### config.mk
export PLATFORM = sky130hd
export DESIGN_NAME = sram_decode_scheduler_flat
export DESIGN_NICKNAME = d
export VERILOG_FILES = /design/src/rtl/sram_decode_scheduler_pkg.sv /design/src/rtl/sram_decode_scheduler_if.sv /design/src/rtl/sram_decode_scheduler_owner_mux.sv /design/src/rtl/sram_decode_scheduler.sv /design/src/flat_wrapper.sv
export SDC_FILE = /design/constraint.sdc
export NUM_CORES = 1
export LEC_CHECK = 0
export CAP_MARGIN = 20
export CORE_MARGIN = 5
export CORE_UTILIZATION = 49
export DETAILED_ROUTE_END_ITERATION = 10
export DONT_BUFFER_PORTS = 1
export PLACE_DENSITY = 0.62
export SYNTH_ARGS = -nofsm -noshare
export SYNTH_HDL_FRONTEND = slang
export SYNTH_SLANG_ARGS = --single-unit
### constraint.sdc
create_clock -name Clock -period 6.6 [get_ports Clock]
set_clock_uncertainty 0.1 [all_clocks]
set_input_delay 0.33 -clock Clock [delete_from_list [all_inputs] [get_ports Clock]]
set_output_delay 0.33 -clock Clock [all_outputs]
set_load 0.01 [all_outputs]
### src/rtl/sram_decode_scheduler_pkg.sv
`default_nettype none
// ----------------------------------------------------------------------------
// sched_pkg : state/owner types and defaults for the decode-flow scheduler.
// Rev 1.0
// ----------------------------------------------------------------------------
package sched_pkg;

    typedef enum logic [2:0] {
        S_SCH_DISPLAY = 3'd0,
        S_SCH_UART    = 3'd1,
        S_SCH_GUARD   = 3'd2,
        S_SCH_M2      = 3'd3,
        S_SCH_M1      = 3'd4
    } sched_state_type;

    typedef enum logic [1:0] {
        OWN_VGA  = 2'd0,
        OWN_UART = 2'd1,
        OWN_M2   = 2'd2,
        OWN_M1   = 2'd3
    } owner_sel_type;

    localparam logic [25:0] DEF_UART_TIMEOUT = 26'd49999999;
    localparam int          DEF_GUARD_CYCLES = 3;
    localparam int          DEF_ADDR_W       = 18;

endpackage
`default_nettype wire

### src/rtl/sram_decode_scheduler_if.sv
`default_nettype none
// ----------------------------------------------------------------------------
// sram_decode_scheduler_if : unit handshakes and SRAM bus around the scheduler.
// Rev 1.0
// ----------------------------------------------------------------------------
interface sram_decode_scheduler_if #(
    parameter int ADDR_W = 18
);
    logic              uart_rx_line;
    logic              skip_m2;
    logic [ADDR_W-1:0] uart_sram_address;
    logic [15:0]       uart_sram_write_data;
    logic              uart_sram_we_n;
    logic              uart_rx_initialize;
    logic              uart_rx_enable;
    logic              m2_start;
    logic              m2_done;
    logic [ADDR_W-1:0] m2_sram_address;
    logic [15:0]       m2_sram_write_data;
    logic              m2_sram_we_n;
    logic              m1_start;
    logic              m1_done;
    logic [ADDR_W-1:0] m1_sram_address;
    logic [15:0]       m1_sram_write_data;
    logic              m1_sram_we_n;
    logic [ADDR_W-1:0] vga_sram_address;
    logic              vga_enable;
    logic [ADDR_W-1:0] SRAM_address;
    logic [15:0]       SRAM_write_data;
    logic              SRAM_we_n;
    logic [2:0]        sched_state;
    logic              protocol_error;

    modport master (
        input  uart_rx_line, skip_m2,
        input  uart_sram_address, uart_sram_write_data, uart_sram_we_n,
        input  m2_done, m2_sram_address, m2_sram_write_data, m2_sram_we_n,
        input  m1_done, m1_sram_address, m1_sram_write_data, m1_sram_we_n,
        input  vga_sram_address,
        output uart_rx_initialize, uart_rx_enable, m2_start, m1_start, vga_enable,
        output SRAM_address, SRAM_write_data, SRAM_we_n, sched_state, protocol_error
    );

    modport slave (
        output uart_rx_line, skip_m2,
        output uart_sram_address, uart_sram_write_data, uart_sram_we_n,
        output m2_done, m2_sram_address, m2_sram_write_data, m2_sram_we_n,
        output m1_done, m1_sram_address, m1_sram_write_data, m1_sram_we_n,
        output vga_sram_address,
        input  uart_rx_initialize, uart_rx_enable, m2_start, m1_start, vga_enable,
        input  SRAM_address, SRAM_write_data, SRAM_we_n, sched_state, protocol_error
    );
endinterface
`default_nettype wire

### src/rtl/sram_decode_scheduler_owner_mux.sv
`default_nettype none
// ----------------------------------------------------------------------------
// sram_owner_mux : 4-way SRAM port select with a forced-idle guard override.
// Rev 1.0
// ----------------------------------------------------------------------------
module sram_owner_mux
    import sched_pkg::*;
#(
    parameter int ADDR_W = 18
) (
    input  var owner_sel_type     owner_i,
    input  wire                   idle_i,
    input  wire [ADDR_W-1:0]      vga_addr_i,
    input  wire [ADDR_W-1:0]      uart_addr_i,
    input  wire [15:0]            uart_wdata_i,
    input  wire                   uart_we_n_i,
    input  wire [ADDR_W-1:0]      m2_addr_i,
    input  wire [15:0]            m2_wdata_i,
    input  wire                   m2_we_n_i,
    input  wire [ADDR_W-1:0]      m1_addr_i,
    input  wire [15:0]            m1_wdata_i,
    input  wire                   m1_we_n_i,
    output logic [ADDR_W-1:0]     sram_addr_o,
    output logic [15:0]           sram_wdata_o,
    output logic                  sram_we_n_o
);

    always_comb begin
        sram_addr_o  = vga_addr_i;
        sram_wdata_o = 16'd0;
        sram_we_n_o  = 1'b1;
        case (owner_i)
            OWN_UART: begin
                sram_addr_o  = uart_addr_i;
                sram_wdata_o = uart_wdata_i;
                sram_we_n_o  = uart_we_n_i;
            end
            OWN_M2: begin
                sram_addr_o  = m2_addr_i;
                sram_wdata_o = m2_wdata_i;
                sram_we_n_o  = m2_we_n_i;
            end
            OWN_M1: begin
                sram_addr_o  = m1_addr_i;
                sram_wdata_o = m1_wdata_i;
                sram_we_n_o  = m1_we_n_i;
            end
            default: ;
        endcase
        // Guard wins over any owner so in-flight reads drain undisturbed.
        if (idle_i) begin
            sram_addr_o  = '0;
            sram_wdata_o = 16'd0;
            sram_we_n_o  = 1'b1;
        end
    end

endmodule
`default_nettype wire

### src/rtl/sram_decode_scheduler.sv
`default_nettype none
// ----------------------------------------------------------------------------
// sram_decode_scheduler : sequences UART load -> M2 -> M1 -> VGA and owns SRAM.
// Rev 1.0
// ----------------------------------------------------------------------------
module sram_decode_scheduler
    import sched_pkg::*;
#(
    parameter logic [25:0] UART_TIMEOUT = DEF_UART_TIMEOUT,
    parameter int          GUARD_CYCLES = DEF_GUARD_CYCLES,
    parameter int          ADDR_W       = DEF_ADDR_W
) (
    input wire Clock,
    input wire Resetn,
    sram_decode_scheduler_if.master bus
);

    localparam int            GW         = (GUARD_CYCLES > 2) ? $clog2(GUARD_CYCLES) : 1;
    localparam logic [GW-1:0] GUARD_LOAD = GW'(GUARD_CYCLES - 1);

    sched_state_type state_q, state_d;
    sched_state_type target_q, target_d;
    logic [25:0]     timer_q, timer_d;
    logic [GW-1:0]   guard_cnt_q, guard_cnt_d;
    logic            init_q, init_d;
    logic            enable_q, enable_d;
    logic            m2_start_q, m2_start_d;
    logic            m1_start_q, m1_start_d;
    logic            vga_enable_q, vga_enable_d;
    logic            error_q, error_d;
    owner_sel_type   owner;
    logic            guard_idle;
    logic [ADDR_W-1:0] mux_addr;
    logic [15:0]     mux_wdata;
    logic            mux_we_n;

    always_ff @(posedge Clock or negedge Resetn) begin
        if (!Resetn) begin
            state_q      <= S_SCH_DISPLAY;
            target_q     <= S_SCH_DISPLAY;
            timer_q      <= 26'd0;
            guard_cnt_q  <= '0;
            init_q       <= 1'b0;
            enable_q     <= 1'b0;
            m2_start_q   <= 1'b0;
            m1_start_q   <= 1'b0;
            vga_enable_q <= 1'b1;
            error_q      <= 1'b0;
        end else begin
            state_q      <= state_d;
            target_q     <= target_d;
            timer_q      <= timer_d;
            guard_cnt_q  <= guard_cnt_d;
            init_q       <= init_d;
            enable_q     <= enable_d;
            m2_start_q   <= m2_start_d;
            m1_start_q   <= m1_start_d;
            vga_enable_q <= vga_enable_d;
            error_q      <= error_d;
        end
    end

    always_comb begin
        state_d     = state_q;
        target_d    = target_q;
        timer_d     = timer_q;
        guard_cnt_d = guard_cnt_q;
        case (state_q)
            S_SCH_DISPLAY: begin
                if (!bus.uart_rx_line) begin
                    state_d = S_SCH_UART;
                    timer_d = 26'd0;
                end
            end
            S_SCH_UART: begin
                if (timer_q == UART_TIMEOUT) begin
                    state_d     = S_SCH_GUARD;
                    target_d    = bus.skip_m2 ? S_SCH_M1 : S_SCH_M2;
                    guard_cnt_d = GUARD_LOAD;
                end else if (!bus.uart_sram_we_n) begin
                    timer_d = 26'd0;
                end else begin
                    timer_d = timer_q + 26'd1;
                end
            end
            S_SCH_GUARD: begin
                if (guard_cnt_q == '0) state_d = target_q;
                else                   guard_cnt_d = guard_cnt_q - 1'b1;
            end
            S_SCH_M2: begin
                if (bus.m2_done) begin
                    state_d     = S_SCH_GUARD;
                    target_d    = S_SCH_M1;
                    guard_cnt_d = GUARD_LOAD;
                end
            end
            S_SCH_M1: begin
                if (bus.m1_done) begin
                    state_d     = S_SCH_GUARD;
                    target_d    = S_SCH_DISPLAY;
                    guard_cnt_d = GUARD_LOAD;
                end
            end
            default: state_d = S_SCH_DISPLAY;
        endcase
    end

    always_comb begin
        init_d       = 1'b0;
        enable_d     = init_q;
        m2_start_d   = 1'b0;
        m1_start_d   = 1'b0;
        vga_enable_d = vga_enable_q;
        owner        = OWN_VGA;
        guard_idle   = 1'b0;
        case (state_q)
            S_SCH_DISPLAY: begin
                if (!bus.uart_rx_line) begin
                    init_d       = 1'b1;
                    vga_enable_d = 1'b0;
                end
            end
            S_SCH_UART: owner = OWN_UART;
            S_SCH_GUARD: begin
                guard_idle = 1'b1;
                if (guard_cnt_q == '0) begin
                    m2_start_d = (target_q == S_SCH_M2);
                    m1_start_d = (target_q == S_SCH_M1);
                    if (target_q == S_SCH_DISPLAY) vga_enable_d = 1'b1;
                end
            end
            S_SCH_M2: owner = OWN_M2;
            S_SCH_M1: owner = OWN_M1;
            default: ;
        endcase
        // A misdirected done pulse only flags the error; the FSM ignores it.
        error_d = error_q
                | (!bus.uart_sram_we_n && state_q != S_SCH_UART)
                | (!bus.m2_sram_we_n   && state_q != S_SCH_M2)
                | (!bus.m1_sram_we_n   && state_q != S_SCH_M1)
                | (bus.m2_done         && state_q != S_SCH_M2)
                | (bus.m1_done         && state_q != S_SCH_M1);
    end

    sram_owner_mux #(
        .ADDR_W (ADDR_W)
    ) u_owner_mux (
        .owner_i      (owner),
        .idle_i       (guard_idle),
        .vga_addr_i   (bus.vga_sram_address),
        .uart_addr_i  (bus.uart_sram_address),
        .uart_wdata_i (bus.uart_sram_write_data),
        .uart_we_n_i  (bus.uart_sram_we_n),
        .m2_addr_i    (bus.m2_sram_address),
        .m2_wdata_i   (bus.m2_sram_write_data),
        .m2_we_n_i    (bus.m2_sram_we_n),
        .m1_addr_i    (bus.m1_sram_address),
        .m1_wdata_i   (bus.m1_sram_write_data),
        .m1_we_n_i    (bus.m1_sram_we_n),
        .sram_addr_o  (mux_addr),
        .sram_wdata_o (mux_wdata),
        .sram_we_n_o  (mux_we_n)
    );

    assign bus.SRAM_address       = mux_addr;
    assign bus.SRAM_write_data    = mux_wdata;
    assign bus.SRAM_we_n          = mux_we_n;
    assign bus.uart_rx_initialize = init_q;
    assign bus.uart_rx_enable     = enable_q;
    assign bus.m2_start           = m2_start_q;
    assign bus.m1_start           = m1_start_q;
    assign bus.vga_enable         = vga_enable_q;
    assign bus.sched_state        = state_q;
    assign bus.protocol_error     = error_q;

endmodule
`default_nettype wire

### src/flat_wrapper.sv
// flat-port wrapper written by rule: the top's interface ports become plain ports
module sram_decode_scheduler_flat import sched_pkg::*;
#(
    parameter logic [25:0] UART_TIMEOUT = DEF_UART_TIMEOUT,
    parameter int          GUARD_CYCLES = DEF_GUARD_CYCLES,
    parameter int          ADDR_W       = DEF_ADDR_W
)
  (Clock, Resetn, bus_uart_rx_line, bus_skip_m2, bus_uart_sram_address, bus_uart_sram_write_data, bus_uart_sram_we_n, bus_m2_done, bus_m2_sram_address, bus_m2_sram_write_data, bus_m2_sram_we_n, bus_m1_done, bus_m1_sram_address, bus_m1_sram_write_data, bus_m1_sram_we_n, bus_vga_sram_address, bus_uart_rx_initialize, bus_uart_rx_enable, bus_m2_start, bus_m1_start, bus_vga_enable, bus_SRAM_address, bus_SRAM_write_data, bus_SRAM_we_n, bus_sched_state, bus_protocol_error);
  sram_decode_scheduler_if #(.ADDR_W(ADDR_W)) bus_i ();
  input wire Clock;
  input wire Resetn;
  input wire logic [$bits(bus_i.uart_rx_line)-1:0] bus_uart_rx_line;
  input wire logic [$bits(bus_i.skip_m2)-1:0] bus_skip_m2;
  input wire logic [$bits(bus_i.uart_sram_address)-1:0] bus_uart_sram_address;
  input wire logic [$bits(bus_i.uart_sram_write_data)-1:0] bus_uart_sram_write_data;
  input wire logic [$bits(bus_i.uart_sram_we_n)-1:0] bus_uart_sram_we_n;
  input wire logic [$bits(bus_i.m2_done)-1:0] bus_m2_done;
  input wire logic [$bits(bus_i.m2_sram_address)-1:0] bus_m2_sram_address;
  input wire logic [$bits(bus_i.m2_sram_write_data)-1:0] bus_m2_sram_write_data;
  input wire logic [$bits(bus_i.m2_sram_we_n)-1:0] bus_m2_sram_we_n;
  input wire logic [$bits(bus_i.m1_done)-1:0] bus_m1_done;
  input wire logic [$bits(bus_i.m1_sram_address)-1:0] bus_m1_sram_address;
  input wire logic [$bits(bus_i.m1_sram_write_data)-1:0] bus_m1_sram_write_data;
  input wire logic [$bits(bus_i.m1_sram_we_n)-1:0] bus_m1_sram_we_n;
  input wire logic [$bits(bus_i.vga_sram_address)-1:0] bus_vga_sram_address;
  output wire logic [$bits(bus_i.uart_rx_initialize)-1:0] bus_uart_rx_initialize;
  output wire logic [$bits(bus_i.uart_rx_enable)-1:0] bus_uart_rx_enable;
  output wire logic [$bits(bus_i.m2_start)-1:0] bus_m2_start;
  output wire logic [$bits(bus_i.m1_start)-1:0] bus_m1_start;
  output wire logic [$bits(bus_i.vga_enable)-1:0] bus_vga_enable;
  output wire logic [$bits(bus_i.SRAM_address)-1:0] bus_SRAM_address;
  output wire logic [$bits(bus_i.SRAM_write_data)-1:0] bus_SRAM_write_data;
  output wire logic [$bits(bus_i.SRAM_we_n)-1:0] bus_SRAM_we_n;
  output wire logic [$bits(bus_i.sched_state)-1:0] bus_sched_state;
  output wire logic [$bits(bus_i.protocol_error)-1:0] bus_protocol_error;
  assign bus_i.uart_rx_line = bus_uart_rx_line;
  assign bus_i.skip_m2 = bus_skip_m2;
  assign bus_i.uart_sram_address = bus_uart_sram_address;
  assign bus_i.uart_sram_write_data = bus_uart_sram_write_data;
  assign bus_i.uart_sram_we_n = bus_uart_sram_we_n;
  assign bus_i.m2_done = bus_m2_done;
  assign bus_i.m2_sram_address = bus_m2_sram_address;
  assign bus_i.m2_sram_write_data = bus_m2_sram_write_data;
  assign bus_i.m2_sram_we_n = bus_m2_sram_we_n;
  assign bus_i.m1_done = bus_m1_done;
  assign bus_i.m1_sram_address = bus_m1_sram_address;
  assign bus_i.m1_sram_write_data = bus_m1_sram_write_data;
  assign bus_i.m1_sram_we_n = bus_m1_sram_we_n;
  assign bus_i.vga_sram_address = bus_vga_sram_address;
  assign bus_uart_rx_initialize = bus_i.uart_rx_initialize;
  assign bus_uart_rx_enable = bus_i.uart_rx_enable;
  assign bus_m2_start = bus_i.m2_start;
  assign bus_m1_start = bus_i.m1_start;
  assign bus_vga_enable = bus_i.vga_enable;
  assign bus_SRAM_address = bus_i.SRAM_address;
  assign bus_SRAM_write_data = bus_i.SRAM_write_data;
  assign bus_SRAM_we_n = bus_i.SRAM_we_n;
  assign bus_sched_state = bus_i.sched_state;
  assign bus_protocol_error = bus_i.protocol_error;
  sram_decode_scheduler #(.UART_TIMEOUT(UART_TIMEOUT), .GUARD_CYCLES(GUARD_CYCLES), .ADDR_W(ADDR_W)) u_core (.Clock(Clock), .Resetn(Resetn), .bus(bus_i));
endmodule
==> results of run 1 <==
registers in the layout, indices dropped and copies added (netlist names):
signal	flops
u_core.bus.protocol_error	1
u_core.bus.uart_rx_enable	1
u_core.bus.m2_start	1
u_core.bus.sched_state	3
u_core.target_q	2
u_core.timer_q	26
u_core.bus.m1_start	1
u_core.bus.vga_enable	1
u_core.guard_cnt_q	2
u_core.bus.uart_rx_initialize	1
report_power, final:
part	switching, mW	internal [mW]
Combinational	0.502	0.266
Clock	0.0936	0.151
Sequential	0.0303	0.273
worst paths after layout:
check / startpoint / endpoint / slack, ps
min reg2reg: u_core.bus.uart_rx_initialize$_DFF_PN0_ / u_core.bus.uart_rx_enable$_DFF_PN0_ / 340
max reg2reg: u_core.bus.sched_state[0]$_DFFE_PN0P_ / u_core.timer_q[5]$_DFFE_PN0P_ / 3710
max: u_core.bus.sched_state[0]$_DFFE_PN0P_ / u_core.timer_q[5]$_DFFE_PN0P_ / 3710
min in group asynchronous: Resetn / u_core.timer_q[8]$_DFFE_PN0P_ / 380
max in group asynchronous: Resetn / u_core.bus.vga_enable$_DFFE_PN1P_ / 5760
min: bus_uart_sram_we_n / u_core.timer_q[7]$_DFFE_PN0P_ / 70
Yosys cell counts (9+ instances only):
master / n / share of area (%)
nand3_1: 13 / 2.0
or3_1: 9 / 1.7
a221oi_1: 18 / 4.8
o31ai_1: 22 / 5.1
dfrtp_1: 38 / 29
o21ai_0: 26 / 4.0
a31oi_1: 21 / 4.0
a21oi_1: 17 / 2.6
inv_1: 10 / 1.2
nand2_1: 74 / 8.5
mux2i_1: 17 / 5.2
nor2_1: 27 / 3.1
clkbuf_1: 18 / 2.1
mux2_2: 18 / 6.2
cell usage in the layout (no fill, tap or decap), types with 10 or more instances in the layout:
cell	n
a21oi_1	17
a221oi_1	18
a31oi_1	21
dfrtp_1	37
inv_1	10
mux2_2	18
mux2i_1	17
nand2_1	74
nand3_1	13
nor2_1	26
o21ai_0	26
o31ai_1	22
final cells by class:
cell class | instances | area (sq um) | area share (%)
Tap cell | 77 | 96.3 | 2.78
Inverter | 12 | 45.0 | 1.30
Timing Repair Buffer | 9 | 82.6 | 2.38
Clock buffer | 5 | 68.8 | 1.99
Clock inverter | 3 | 67.6 | 1.95
Sequential cell | 39 | 978 | 28.2
Multi-Input combinational cell | 336 | 2130 | 61.4
cells by family (layout without fill, tap and decap cells):
| group | count (synthesis) | in the layout | share of synthesized area [%] |
|---|---|---|---|
| buf+inv | 40 | 29 | 4.95 |
| xor+xnor | 5 | 5 | 1.34 |
| fa+ha+maj | 2 | 2 | 0.767 |
| simple gates | 167 | 167 | 25.2 |
| mux | 35 | 35 | 11.4 |
| compound gates | 127 | 127 | 26.4 |
| flops | 39 | 39 | 30.0 |
worst max-delay path: stages, from the launching register on:
cell,delay [ps]
dfrtp_1,340
buf_4,330
nor3b_1,670
nor2_1,330
buf_4,280
or3_1,320
or3_1,310
a21oi_1,140
routing by layer:
metal	vias to the layer above	wire (um)	GRT usage [%]
met2	130	5120	38.5
met5	-	0	0
met1	1596	4220	30.3
li1	1542	-	-
met3	27	669	4.55
met4	0	347	10.7
through the flow:
stage / worst slack, ps / cell area (sq um) / cells / util, %
4_1_cts: 3370 / 3460 / 480 / 53.8
3_3_place_gp: 3740 / 3290 / 470 / 51.2
2_1_floorplan: 4370 / 3260 / 415 / -
6_report: 3710 / 3460 / 481 / 53.9
5_1_grt: 3500 / 3460 / 481 / 53.9
3_5_place_dp: 3700 / 3290 / 470 / 51.2
what timing repair did:
action,CTS,global route
endpoints found under the hold margin,39,0
gates resized for setup,0,0
hold buffers,2,0
==> impl_metrics.py, run 1 <==
metrics = {
    "clock_network": {
        "clockBufferDepth": 2,
        "cts_tree": "yes",
        "post_cts_buffers": 0,
        "numCtsBuffers": 5,
        "htree_levels": 2,
        "clock_sinks": 39,
        "worstSkewPairLatency_ps": 310,
        "root_buffer": "clkbuf_8",
        "clkTransAtPathRegs_ps": 90,
    },
    "global_route": {
        "antenna_found_initial": 0,
        "gr-total-overflow": 0,
        "grt_pass1_wl_um": 16400,
        "grt_pass1_vias": 3191,
        "grt_usage_pct": 23.6,
        "grt_start_max_net_pins": 53,
    },
    "die": {
        "core_region_area_sq_um": 6420,
        "start_util_pct": 50.8,
        "std_cell_rows": 29,
        "die_h_um": 91.6,
        "ioPinCount": 173,
        "die_area_sq_um": 8390,
        "die_w_um": 91.6,
    },
    "power": {
        "p_per_area_nw_per_um2": 380,
        "vdd_ir_drop_max_v": 0.000237,
        "leakage_nw": 1.36,
        "power_mw": 1.32,
    },
    "route": {
        "drtPass1Iterations": 5,
        "post_drt_wl_per_cell_um": 21.5,
        "viasPerCell": 6.85,
        "routed_wirelength_um": 10400,
        "final_antenna_net_count": 0,
        "drt-initial-drc-count": 194,
        "vias": 3295,
        "drc": 0,
    },
    "worst_setup_path": {
        "cp.required_ps": 6730,
        "arrival_ps": 3030,
        "worstSetupPathType": "register to register",
        "crit_path_end_kind": "register",
        "crit_path_start_kind": "register",
        "reg2regPathDepth": 7,
        "cp_max_fo": 34,
    },
    "placed_design": {
        "place_congestion": 0.888,
        "place_hpwl_um": 7740,
        "port_buffers": 0,
    },
    "timing": {
        "max_slew_margin_pct": 40.8,
        "setup_viol": 0,
        "whs_ps": 69.5,
        "hold_viol_final": 0,
        "rsz0062_at_grt": "false",
        "period_share_pct": 43.8,
        "tns_ps": 0,
        "fmax_ghz": 0.346,
        "worstMarginPinSlew_ps": 865,
        "slew_violations": 0,
        "finalCriticalPeriod_ps": 2890,
    },
    "flow_run": {
        "drv_cap": 0,
    },
    "finish": {
        "num-fill-cells": 597,
        "final_layout_size_suffix_gt1_share_pct": 12.1,
        "diodes": 0,
        "final_nets": 534,
        "areaGrowthSynthToFinish_pct": 6.21,
    },
    "synthesis": {
        "netlist_area_sq_um": 3260,
        "ys_warn_count": 0,
        "synthCells": 415,
        "syn_nets": 546,
        "synth_edf_count": 0,
        "netlist-cell-type-count": 60,
        "yosysSeqAreaShare_pct": 30.0,
        "synth_top_flop_cell": "dfrtp_1",
        "synth-seq-cells": 39,
        "async_reset_ff_share_pct": 100,
        "syn_area_per_cell_sq_um": 7.86,
    },
    "run_status": {
        "outcome": "finished clean",
    },
    "hold_path": {
        "min_path_cells": 2,
        "hold_class": "input port to register",
    },
}
No activity file was read; power rests on OpenSTA's default activity.
==> run 2, diff against run 1 <==
Clock period 6.6 ns to 2.7 ns, I/O delays scaled along.
==> run 2 against run 1 <==
  * The run now ends with hold timing left
  * Global-route usage is 0.38 points higher
  * Worst setup slack worse by 3500 ps
  * Final cell count is 2.5% higher
  * Sequential share of layout area is 0.37 points lower
  * Die area stayed put
==> impl_metrics.py, run 2 (synthesized netlist as in run 1, its figures left out) <==
metrics = {
    "run_status": {
        "outcome": "complete, but fails checks",
        "violations": "hold timing",
    },
    "route": {
        "final_antenna_net_count": 0,
        "drt-initial-drc-count": 228,
        "topRoutingLayerUsed": "met4",
        "met2WireLength_um": 5310,
        "vias": 3273,
        "drc": 0,
        "routed_wirelength_um": 10400,
        "routed-wl-met3_um": 676,
        "drtPass1Iterations": 5,
        "wl_met1_um": 4180,
        "viasPerCell": 6.64,
        "post_drt_wl_per_cell_um": 21.1,
    },
    "global_route": {
        "grt_pass1_wl_um": 16600,
        "grt_usage_pct": 24.0,
        "grt_pass1_vias": 3151,
        "antenna_found_initial": 1,
        "gr-total-overflow": 0,
        "grt_start_max_net_pins": 44,
    },
    "timing": {
        "hold_viol_final": 1,
        "worstMarginPinSlew_ps": 737,
        "max_slew_margin_pct": 50.8,
        "finalCriticalPeriod_ps": 2500,
        "whs_ps": -0.521,
        "slew_violations": 0,
        "rsz0062_at_grt": "false",
        "setup_viol": 0,
        "period_share_pct": 92.5,
        "tns_ps": 0,
        "fmax_ghz": 0.400,
    },
    "die": {
        "die_w_um": 91.6,
        "die_area_sq_um": 8390,
        "die_h_um": 91.6,
        "core_region_area_sq_um": 6420,
        "start_util_pct": 50.8,
        "std_cell_rows": 29,
        "ioPinCount": 173,
    },
    "clock_network": {
        "root_buffer": "clkbuf_8",
        "clockBufferDepth": 2,
        "worstSkewPairLatency_ps": 290,
        "clkTransAtPathRegs_ps": 80,
        "cts_tree": "yes",
        "clock_sinks": 39,
        "numCtsBuffers": 5,
        "htree_levels": 2,
        "post_cts_buffers": 0,
    },
    "flow_run": {
        "drv_cap": 0,
    },
    "finish": {
        "design_area_sq_um": 3510,
        "areaGrowthSynthToFinish_pct": 7.63,
        "largest_register_ff_count": 26,
        "final_layout_size_suffix_gt1_share_pct": 13.7,
        "final_util_pct": 54.7,
        "layout_common_cells": "nand2_1 (73), dfrtp_1 (37), o21ai_0 (26), nor2_1 (25), o31ai_1 (22)",
        "final_nets": 545,
        "regMostFlops": "u_core.timer_q",
        "num-fill-cells": 576,
        "final_common_cell": "nand2_1",
    },
    "placed_design": {
        "placed_area_sq_um": 3360,
        "place_hpwl_um": 7910,
        "place_congestion": 0.885,
        "port_buffers": 0,
    },
    "power": {
        "p_int_mw": 1.54,
        "p_sw_share_pct": 49.5,
        "p_per_area_nw_per_um2": 871,
        "vdd_ir_drop_max_v": 0.000610,
        "pwr-share-seq_pct": 25.1,
        "leakage_nw": 1.39,
        "combPwrFrac_pct": 62.1,
        "switchingPower_mw": 1.51,
        "p_clk_share_pct": 12.8,
    },
    "worst_setup_path": {
        "cp_slowest_cell": "dfrtp_2",
        "reg2regPathDepth": 5,
        "setup.worst_path.end": "bus_SRAM_address[16]",
        "startpoint": "u_core.bus.sched_state[1]$_DFFE_PN0P_",
        "rrSetupSlack_ps": 280,
        "worst-path-stages": 5,
        "cp.required_ps": 2470,
        "arrival_ps": 2260,
        "crit_path_frequent_cell": "buf_4",
        "critPathTopFamily": "buffers and inverters",
        "crit_path_start_kind": "register",
        "cp_num_buf_inv": 2,
        "slowest_delay_ps": 430,
        "cp_max_fo": 26,
        "path_cells": "buf_4 > buf_4 > mux2_2 > a221oi_1 > a31oi_1",
        "reg2reg_from": "u_core.timer_q[10]$_DFFE_PN0P_",
        "crit_path_end_kind": "output pin",
        "worstSetupPathType": "register to output pin",
        "r2r-end": "u_core.timer_q[0]$_DFFE_PN0P_",
    },
    "hold_path": {
        "hold_class": "input port to register",
    },
}
==> run 2: cell types whose count changed in the layout (fill, tap and decap cells not counted), sizes merged <==
cell | previous run | this run
bufinv | 2 | 0
clkinv | 1 | 2
clkinvlp | 1 | 0
buf | 8 | 16
dlygate4sd3 | 1 | 4
clkbuf | 5 | 7
diode | 0 | 1
==> run 2: worst reg2reg max path, delay by kind of cell (launching register included) <==
kind,cells,cell delay (ps)
DFF,1,440
AOI/OAI and AO/OA,1,160
and+or+nand+nor,4,1580
==> run 2: power groups by stage <==
stage                     Combinational [mW]  Sequential [mW]  Clock, mW
after floorplan                         1.51            0.757          0
after global placement                  1.86            0.776          0
after detailed placement                1.87            0.778          0
after CTS                               1.89            0.766      0.395
after global routing                    2.09            0.784      0.418
final                                   1.90            0.768      0.390
==> run 2: layout make-up <==
cell class	instances	area, sq um	area share (%)
multi-input cells	336	2130	60.7
well taps	77	96.3	2.74
repair buffers	20	176	5.02
flip-flops and latches	39	978	27.9
clock inverters	1	5.00	0.143
diodes	1	2.50	0.0713
inverters	12	45.0	1.28
clock buffers	7	76.3	2.17
==> run 2: layer usage <==
metal,vias to the layer above,global-route usage [%]
met5,-,0
met4,0,7.91
met3,17,4.55
met2,132,39.0
met1,1562,32.1
li1,1562,-
==> run 2: per-stage QoR <==
step | power (mW) | instances | setup WS (ps)
CTS | 3.05 | 492 | 99.2
global placement | 2.64 | 479 | 370
global route | 3.30 | 493 | 92.9
detailed placement | 2.65 | 479 | 347
finish | 3.06 | 493 | 202
floorplan | 2.27 | 415 | 482
==> run 2: repair_timing <==
item / CTS / global route
endpoints found under the hold margin: 43 / 0
hold buffers: 5 / 0
resized for setup: 0 / 3
setup endpoints to repair: 0 / 12
==> run 2: how the worst min path moves through the flow <==
stage                            from                                    end  slack, ps  depth (start not counted)
after floorplan                Resetn          u_core.bus.m1_start$_DFF_PN0_       -260                          0
after global routing      bus_m1_done  u_core.bus.sched_state[2]$_DFFE_PN0P_         20                          3
after detailed placement       Resetn         u_core.timer_q[22]$_DFFE_PN0P_       -260                          0
final                     bus_m1_done  u_core.bus.sched_state[1]$_DFFE_PN0P_       -0.5                          2
after global placement         Resetn         u_core.timer_q[22]$_DFFE_PN0P_       -260                          0
after CTS                 bus_m1_done  u_core.bus.sched_state[1]$_DFFE_PN0P_          4                          2
==> run 3, diff against run 2 <==
Settings changed: PLACE_DENSITY 0.62 to unset, PLACE_DENSITY_LB_ADDON set to 0.05.
==> run 3 against run 2 <==
  * The run now ends clean
  * Worst setup slack better by 47 ps
  * Global-route usage up 0.26 points
  * Core utilization up 0.49 points
  * Critical path type is now register to register
  * Final cell count up 0.61%
  * Power up 0.22%
  * Register-to-register slack worse by 30 ps
  * Non-clock buffer count up 3
  * Clock power down 1%
  * First-iteration DRC count down 31%
  * Largest power group unchanged
  * Die area unchanged
==> impl_metrics.py, run 3 (synthesized netlist as in run 1, its figures left out) <==
metrics = {
    "worst_setup_path": {
        "cp_max_fo": 13,
        "cp_num_buf_inv": 0,
        "worstSetupPathType": "register to register",
        "crit_path_end_kind": "register",
        "slowest_delay_ps": 490,
        "crit_path_start_kind": "register",
        "arrival_ps": 2500,
        "cp.required_ps": 2750,
        "critPathTopFamily": "simple AND/OR/NAND/NOR gates",
        "path_cells": "nor4b_1 > nand4_1 > or3_1 > nand3_1 > o31ai_1",
        "cp_slowest_cell": "nand3_1",
    },
    "finish": {
        "largest_register_ff_count": 26,
        "layout_common_cells": "nand2_1 (74), dfrtp_1 (37), nor2_1 (26), o21ai_0 (26), o31ai_1 (22)",
        "areaGrowthSynthToFinish_pct": 8.59,
        "final_nets": 548,
        "final_util_pct": 55.2,
        "regMostFlops": "u_core.timer_q",
        "final_common_cell": "nand2_1",
        "final_layout_size_suffix_gt1_share_pct": 13.4,
    },
    "hold_path": {
        "hold_class": "input port to register",
    },
    "power": {
        "combPwrFrac_pct": 62.7,
        "vdd_ir_drop_max_v": 0.000446,
        "leakage_nw": 1.40,
        "switchingPower_mw": 1.51,
        "p_clk_share_pct": 12.6,
        "p_int_mw": 1.55,
        "p_per_area_nw_per_um2": 865,
        "p_sw_share_pct": 49.4,
        "pwr-share-seq_pct": 24.7,
    },
    "die": {
        "core_region_area_sq_um": 6420,
        "die_area_sq_um": 8390,
        "std_cell_rows": 29,
        "start_util_pct": 50.8,
        "ioPinCount": 173,
        "die_w_um": 91.6,
        "die_h_um": 91.6,
    },
    "clock_network": {
        "worstSkewPairLatency_ps": 290,
        "clock_sinks": 39,
        "root_buffer": "clkbuf_8",
        "clkTransAtPathRegs_ps": 70,
        "clockBufferDepth": 2,
        "cts_resized": 0,
        "htree_levels": 2,
        "cts_tree": "yes",
        "numCtsBuffers": 5,
    },
    "global_route": {
        "grt_start_max_net_pins": 45,
        "grt_pass1_wl_um": 16900,
        "gr-total-overflow": 0,
        "antenna_found_initial": 1,
        "grt_pass1_vias": 3215,
        "grt_usage_pct": 24.3,
    },
    "placed_design": {
        "port_buffers": 0,
        "place_congestion": 0.910,
        "place_hpwl_um": 7950,
    },
    "route": {
        "viasPerCell": 6.63,
        "routed_wirelength_um": 10500,
        "drtPass1Iterations": 5,
        "drc": 0,
        "vias": 3287,
        "drt-initial-drc-count": 157,
        "post_drt_wl_per_cell_um": 21.1,
        "final_antenna_net_count": 0,
    },
    "flow_run": {
        "drv_cap": 0,
    },
    "timing": {
        "tns_ps": 0,
        "max_slew_margin_pct": 48.6,
        "hold_viol_final": 0,
        "finalCriticalPeriod_ps": 2450,
        "setup_viol": 0,
        "worstMarginPinSlew_ps": 769,
        "fmax_ghz": 0.408,
        "whs_ps": 3.22,
        "slew_violations": 0,
        "period_share_pct": 90.8,
        "rsz0062_at_grt": "false",
    },
    "run_status": {
        "outcome": "finished clean",
    },
}
## run 3: cell types whose count changed in the layout (fill, tap and decap cells not counted), sizes merged
cell,previous run,this run
dlygate4sd3,4,6
buf,16,17
## run 3: final timing paths
kind	from	to	slack [ps]	depth (start not counted)
setup / recovery	u_core.timer_q[10]$_DFFE_PN0P_	u_core.timer_q[16]$_DFFE_PN0P_	250	5
max in group asynchronous	Resetn	u_core.bus.vga_enable$_DFFE_PN1P_	2030	2
hold / removal	bus_m1_done	u_core.bus.sched_state[1]$_DFFE_PN0P_	3	2
setup reg to reg	u_core.timer_q[10]$_DFFE_PN0P_	u_core.timer_q[16]$_DFFE_PN0P_	250	5
min in group asynchronous	Resetn	u_core.timer_q[15]$_DFFE_PN0P_	210	2
hold reg to reg	u_core.bus.uart_rx_initialize$_DFF_PN0_	u_core.bus.uart_rx_enable$_DFF_PN0_	350	0
## run 3: final cells by class
class / count / area [sq um]
Antenna cell: 1 / 2.50
Sequential cell: 39 / 978
Inverter: 12 / 45.0
Fill cell: 620 / 2880
Clock buffer: 7 / 76.3
Multi-Input combinational cell: 336 / 2130
Clock inverter: 1 / 5.00
Tap cell: 77 / 96.3
Timing Repair Buffer: 23 / 213
## run 3: power by group through the flow
| stage | sequential (mW) | clock (mW) | combinational (mW) |
|---|---|---|---|
| 5_1_grt | 0.774 | 0.425 | 2.12 |
| 3_3_place_gp | 0.766 | 0 | 1.90 |
| 6_report | 0.758 | 0.386 | 1.92 |
| 2_1_floorplan | 0.757 | 0 | 1.51 |
| 4_1_cts | 0.758 | 0.398 | 1.93 |
| 3_5_place_dp | 0.769 | 0 | 1.90 |
## run 3: per-stage QoR
| step | cells | total power, mW | instance area (sq um) | worst slack (ps) |
|---|---|---|---|---|
| 6_report | 496 | 3.06 | 3540 | 249 |
| 2_1_floorplan | 415 | 2.27 | 3260 | 482 |
| 4_1_cts | 495 | 3.09 | 3540 | 254 |
| 5_1_grt | 496 | 3.32 | 3540 | 20.9 |
| 3_3_place_gp | 480 | 2.67 | 3380 | 415 |
| 3_5_place_dp | 480 | 2.67 | 3380 | 302 |
## run 3: timing repair
item,in CTS,in global routing
hold endpoints to repair,45,0
hold buffers,7,0
buffers inserted,0,0
## run 3: metal layers
metal / wire length [um] / vias to the layer above / GRT usage, %
met3: 706 / 27 / 6.12
met5: 0 / - / 0
met4: 327 / 0 / 9.92
met2: 5280 / 148 / 40.5
met1: 4140 / 1544 / 29.8
li1: - / 1568 / -
